[config.mk]
export PLATFORM = sky130hd
export DESIGN_NAME = orb_descriptor_collector
export DESIGN_NICKNAME = d
export VERILOG_FILES = /design/src/rtl/orb_descriptor_collector.sv
export SDC_FILE = /design/constraint.sdc
export NUM_CORES = 2
export LEC_CHECK = 0
export CORE_AREA = 2 2 524 526
export DETAILED_ROUTE_END_ITERATION = 6
export DIE_AREA = 0 0 526 528
export MAX_ROUTING_LAYER = met4
export PLACE_DENSITY_LB_ADDON = 0.3
export SLEW_MARGIN = 25
export SYNTH_ARGS = -nofsm -noshare
export SYNTH_HDL_FRONTEND = slang
export SYNTH_SLANG_ARGS = --single-unit
[constraint.sdc]
create_clock -name clk -period 142.7 [get_ports clk]
set_input_delay 28.54 -clock clk [delete_from_list [all_inputs] [get_ports clk]]
set_output_delay 28.54 -clock clk [all_outputs]
set_load 0.05 [all_outputs]
[src/rtl/orb_descriptor_collector.sv]
// Collects finished BRIEF descriptors from four generators and replays them
// in corner-dispatch order over a valid/ready stream, releasing each hold slot.

module orb_hold_slot #(
    parameter int DESC_W = 256
) (
    input  logic              clk,
    input  logic              rst,
    input  logic              done,
    input  logic [DESC_W-1:0] desc,
    input  logic              take,
    output logic              hv,
    output logic [DESC_W-1:0] data,
    output logic              drop
);
    // A done on the take cycle refills the slot instead of colliding with it
    assign drop = done & hv & ~take;

    always_ff @(posedge clk or posedge rst) begin
        if (rst) begin
            hv   <= 1'b0;
            data <= '0;
        end else if (done && !drop) begin
            hv   <= 1'b1;
            data <= desc;
        end else if (take) begin
            hv   <= 1'b0;
        end
    end
endmodule

module orb_descriptor_collector #(
    parameter int DESC_W = 256,
    parameter int XY_W   = 20
) (
    input  logic              clk,
    input  logic              rst,
    input  logic              issue,
    input  logic [1:0]        issue_gen,
    input  logic [XY_W-1:0]   issue_xy,
    input  logic [3:0]        done,
    input  logic [DESC_W-1:0] desc0,
    input  logic [DESC_W-1:0] desc1,
    input  logic [DESC_W-1:0] desc2,
    input  logic [DESC_W-1:0] desc3,
    output logic              out_valid,
    input  logic              out_ready,
    output logic [DESC_W-1:0] out_desc,
    output logic [XY_W-1:0]   out_xy,
    output logic [1:0]        out_gen,
    // "release" is a reserved word, hence the prefix
    output logic [3:0]        gen_release,
    output logic [2:0]        pending,
    output logic              err
);
    localparam int NUM_GEN = 4;

    typedef struct packed {
        logic [1:0]      gen;
        logic [XY_W-1:0] xy;
    } ord_t;

    typedef enum logic {EMPTY, FULL} state_t;

    ord_t [NUM_GEN-1:0]               fifo;
    logic [1:0]                       wr_ptr, rd_ptr;
    logic [2:0]                       count, count_nx;
    state_t                           state;
    logic [NUM_GEN-1:0]               hv, drop, take;
    logic [NUM_GEN-1:0][DESC_W-1:0]   slot_data, desc_in;
    ord_t                             head;
    logic                             load, push, overflow;

    assign desc_in  = {desc3, desc2, desc1, desc0};
    assign head     = fifo[rd_ptr];
    assign load     = (count != 3'd0) && hv[head.gen] && (state == EMPTY || out_ready);
    // A pop in the same cycle frees the entry a full-FIFO push needs
    assign push     = issue && (count != 3'd4 || load);
    assign overflow = issue && (count == 3'd4) && !load;
    assign count_nx = count + {2'b0, push} - {2'b0, load};
    assign pending  = count;

    for (genvar g = 0; g < NUM_GEN; g++) begin : g_slot
        assign take[g] = load && (head.gen == 2'(g));
        orb_hold_slot #(.DESC_W(DESC_W)) u_slot (
            .clk  (clk),
            .rst  (rst),
            .done (done[g]),
            .desc (desc_in[g]),
            .take (take[g]),
            .hv   (hv[g]),
            .data (slot_data[g]),
            .drop (drop[g])
        );
    end

    always_ff @(posedge clk or posedge rst) begin
        if (rst) begin
            fifo        <= '0;
            wr_ptr      <= '0;
            rd_ptr      <= '0;
            count       <= '0;
            state       <= EMPTY;
            out_valid   <= 1'b0;
            out_desc    <= '0;
            out_xy      <= '0;
            out_gen     <= '0;
            gen_release <= '0;
            err         <= 1'b0;
        end else begin
            if (push) begin
                fifo[wr_ptr] <= ord_t'{gen: issue_gen, xy: issue_xy};
                wr_ptr       <= wr_ptr + 2'd1;
            end
            if (load)
                rd_ptr <= rd_ptr + 2'd1;
            count       <= count_nx;
            gen_release <= take;
            if (overflow || |drop)
                err <= 1'b1;

            if (load) begin
                state     <= FULL;
                out_valid <= 1'b1;
                out_desc  <= slot_data[head.gen];
                out_xy    <= head.xy;
                out_gen   <= head.gen;
            end else if (state == FULL && out_ready) begin
                state     <= EMPTY;
                out_valid <= 1'b0;
            end
        end
    end
endmodule

# == Word level (Yosys, flattened, before mapping) ==
# Cells that the tools add are included.
# classes
n_addsub,4
order_cmp,4
n_eq_ne,5
n_mux,19
bitwise_logic,13
n_reduce_logical,31
# op_table
op,n
$bmux W256 S2,1
$mux W256,1
$bwmux W88,1
$bmux W22 S2,1
$demux W22 S2,1
$mux W22,2
$logic_and A1 B1 Y1,15
$mux W1,11
$reduce_bool A2 Y1,5
$lt A2 B3 Y1 const B,3
$and A1 B1 Y1,8
$logic_not A1 Y1,5
$not A1 Y1,5
$add A2 B1 Y2 const B,2
$eq A2 B2 Y1 const B,2
$reduce_or A4 Y1,1
$add A3 B1 Y3,1
$eq A3 B3 Y1 const B,1
$logic_or A1 B1 Y1,3
$ne A3 B3 Y1 const B,1
$reduce_bool A3 Y1,1
$sub A3 B1 Y3,1
$bmux W1 S2,1
$eq A2 B1 Y1 const B,1
other kinds (2),2
# word_totals
regBits,1407
elab_cells,101

# == Longest topological paths before layout ==
# depth
ltp_word,12
depth_mapped,13

# == Hierarchy ==
# From an unflattened synthesis, not the netlist that was laid out.
# hier_totals
cells_unflattened,3473
hier_area_um2,63274.4
# by_module_without_submodules
mod,n_inst,cells_each,area_each_um2,seq_area_each_um2
orb_hold_slot,4,547,10558.9,6431.2
orb_descriptor_collector,1,1285,21038.9,9484.1

# == Least setup slack after synthesis ==
# OpenSTA, ideal clock, no wires.
# synth_timing
kind,input -> register
from,input port out_ready
to,register count[2] (netlist: pending[2])
setup_time_ps,124
arrival_time_ps,30761
t_required_ps,142576
path_slack_ps,111815
stages,11
path_buffers,1
path_cell_list,nor2b_1 -> or3_4 -> o221ai_2 -> nand2_2 -> buf_2 -> ha_1 -> inv_1 -> ha_1 -> fa_1 -> xnor2_1 -> xnor2_1
# synth_via
elab_chain_len,6
# synth_rtl
item,line,text
"start, declared",47,"input logic out_ready,"
$logic_or A1 B1 Y1 (*),76,assign load = (count != 3'd0) && hv[head.gen] && (state == EMPTY || out_ready);
$logic_and A1 B1 Y1 (*),76,
$logic_or A1 B1 Y1,78,assign push = issue && (count != 3'd4 || load);
$logic_and A1 B1 Y1,78,
$add A3 B1 Y3,80,"assign count_nx = count + {2'b0, push} - {2'b0, load};"
$sub A3 B1 Y3 (*),80,
named net count_nx[2],67,"logic [2:0] count, count_nx;"
"end signal, assigned",117,count <= count_nx;
"end, declared",67,
# Mark *: on every way through the listed nets, which the timed path passes. The rest lies on a longest branch.
# A chain may end at the register's enable or synchronous reset.

==> results by group <==
Timing
  – Sum of negative setup slack: 0 ns
  – RSZ-0062 raised after global routing: false
  – Clock Skews: 0.0562 ns
  – Worst-Margin Slew: 1.02 ns
  – Min Tclk post-route: 32.93 ns
  – FMAX: 30.4 MHz
  – Relative slew slack: 32.0%
  – Slew Viols, Final: 0
  – Final hold vios: 0
  – # setup viols final: 0
  – Period utilization: 23.1%
  – Worst hold slack: 0.465 ns

Synth
  – Synth Register Bits: 1407
  – Synth warn: 0
  – Post-synth EDFFs: 0
  – Primary FF master, synth: dfrtp_1
  – Synth area leaders: dfrtp_1 59%, mux2_2 15%, mux4_2 11%
  – Yosys top cell by area: dfrtp_1
  – Sequential share of the synthesized area: 59.4%
  – Post-Synthesis Cell Area: 59300 sq um
  – Asr flop ratio synth: 100%
  – Avg Inst Size Synth: 14.6 sq um
  – Synth top area share: 59.4%
  – Mapped Cells: 4052
  – Netlist cell types: 39
  – Net Count, Synth: 5113

Clock network
  – Hold_buf cts: 0
  – Skew-Pair Late Insertion Delay: 0.84 ns
  – Deepest clock path buffer count: 4
  – Clock sink total: 1407
  – H-tree levels: 4
  – Clock-pin slew on the worst setup and hold paths: 0.05 ns
  – Inserted Clock Buffers: 173
  – CTS tree: done
  – CTS root buf: clkbuf_16
  – Post-CTS resize count: 0
  – Post-CTS setup buffers: 0

Global route
  – Aggregate global-route resource usage: 17.3%
  – Grt ovf: 0
  – Vias in the first global route: 42.2k
  – Largest net degree at the start of global routing: 157
  – Initial antenna violation count: 120
  – Global-route wire length before repair: 335 mm

Finish
  – Ratio of cells with drive above 1 in the final layout: 26.3%
  – Post-layout nets: 6439
  – Most common cell after layout, fill and taps aside: dfrtp_1
  – Most frequent cells in the layout: 1407 x dfrtp_1, 1330 x clkdlybuf4s50_1, 922 x nand2_1
  – Multi-input gate area: 22700 sq um
  – Layout area overhead: 38.6%
  – Fillers: 27.4k
  – FF/Latch Area: 35200 sq um

Worst setup path
  – Worst setup path category: input pin to async pin
  – CP Data Arrival Time: 33.76 ns
  – CP max FO: 108
  – Worst Setup End Kind: async pin
  – Setup crit start kind: input pin
  – Worst R2R Path Depth: 9
  – CP required: 143.52 ns

Hold path
  – Hold Path Class: flop to flop
  – WHS Path Cells: 2

Routing
  – # DRC: 0
  – Routed len/inst: 26.1 um
  – DR vias: 39.3k
  – Vias/cell: 4.28
  – DR iter-0 viols: 2183
  – DRT antenna net count: 0
  – WL final: 240 mm
  – Pre-antenna DRT Iters: 5

Pwr
  – Leakage: 34.4 nW
  – Cell Int Power: 1.38 mW
  – Logic pwr share: 50.3%
  – Pwr Density: 28.6 nW/um^2
  – Switching power: 0.974 mW
  – Switching Fraction: 41.5%
  – Clock Power Share: 18.4%
  – Tot Pwr: 2.35 mW
  – Sequential power share: 31.3%
  – VDD IR max: 0.0282 mV

Placed design
  – I/O Buffers: 1340
  – Hpwl dp: 177 mm
  – Gpl congestion: 0.851

Floorplan
  – Initial Util: 21.8%
  – Die footprint: 278000 sq um
  – Die outline height: 528 um
  – Total core area: 272000 sq um
  – # IOs: 1341
  – Die Wd: 526 um
  – # rows: 192

Status
  – Outcome: finished, final reports clean

Run
  – Max Cap Viol: 0
## path summary, 6_finish.rpt
path | start | to | slack [ns]
max in group clk | out_ready | g_slot[2].u_slot.data[108] | 110.52
max reg2reg | rd_ptr[0] | g_slot[2].u_slot.data[108] | 136.96
min reg2reg | out_desc[155] | out_desc[155] | 0.46
min in group asynchronous | rst | g_slot[2].u_slot.data[157] | 28.24
max | rst | g_slot[0].u_slot.data[177] | 109.77
min | out_desc[155] | out_desc[155] | 0.46
## cells in the mapped netlist, drive strengths merged, types with 2 or more instances
master   instances
nand2          927
o2bb2ai         88
o21ai            4
nand2b           5
mux2          1026
mux2i            5
ha               6
inv             10
mux4           278
nor3             2
buf            217
o31ai            3
clkbuf          46
xnor2            5
dfrtp         1407
a31oi            2
and3             4
nand3            4
## registers in the layout (all words and copies together) (netlist names)
name / flops
err: 1
out_desc: 256
pending: 3
rd_ptr: 2
state: 1
gen_release: 4
out_gen: 2
g_slot.u_slot.hv: 4
out_xy: 20
wr_ptr: 2
fifo: 88
g_slot.u_slot.data: 1024
## power by group through the flow
stage,sequential [mW],clock [mW],combinational [mW]
after detailed placement,0.744,0,1.21
after global placement,0.736,0,1.20
after global routing,0.758,0.464,1.27
after CTS,0.738,0.447,1.22
after floorplan,0.829,0,0.691
final,0.734,0.433,1.18
## layer usage
metal	share of wire (%)	track usage (%)	vias up
met5	0	-	-
met4	2.6	4.48	0
met3	8.6	6.22	242
met2	50	28.9	1407
met1	39	19.6	20600
li1	-	-	17100
## through the flow
stage	std cells	worst slack, ns	area [sq um]	utilization (%)
4_1_cts	9086	109.53	81900	30.1
5_1_grt	9192	109.00	82200	30.2
2_1_floorplan	4052	74.48	59300	-
3_3_place_gp	8791	108.70	76500	28.1
6_report	9196	109.77	82200	30.2
3_5_place_dp	8791	108.61	76400	28.1
## critical path: stages
cell,delay [ns]
clkdlybuf4s50_1,0.50
inv_8,0.54
buf_4,0.80
buf_4,0.79
buf_4,0.68
buf_4,0.81
buf_4,0.78
## cell type report
| cell class | count | share of cell area (%) |
|---|---|---|
| Antenna cell | 109 | 0.332 |
| Clock buffer | 256 | 6.11 |
| Clock inverter | 39 | 0.534 |
| Inverter | 10 | 0.0639 |
| Multi-Input combinational cell | 2372 | 27.6 |
| Sequential cell | 1407 | 42.8 |
| Tap cell | 3589 | 5.46 |
| Timing Repair Buffer | 1414 | 17.0 |
## logic make-up (layout without fill, tap and decap cells)
family / count (synthesis) / in the layout / share of synthesized area (%)
xor gates and xnor gates: 5 / 5 / 0.0738
DFF: 1407 / 1407 / 59.4
muxes: 1309 / 1309 / 30.4
adders and majority gates: 7 / 7 / 0.160
AOI/OAI and AO/OA: 104 / 104 / 1.51
buffers and inverters: 273 / 1719 / 2.44
other: 0 / 109 / 0
and+or+nand+nor: 947 / 947 / 6.08
Note: power is estimated with default switching activity, not from simulation.
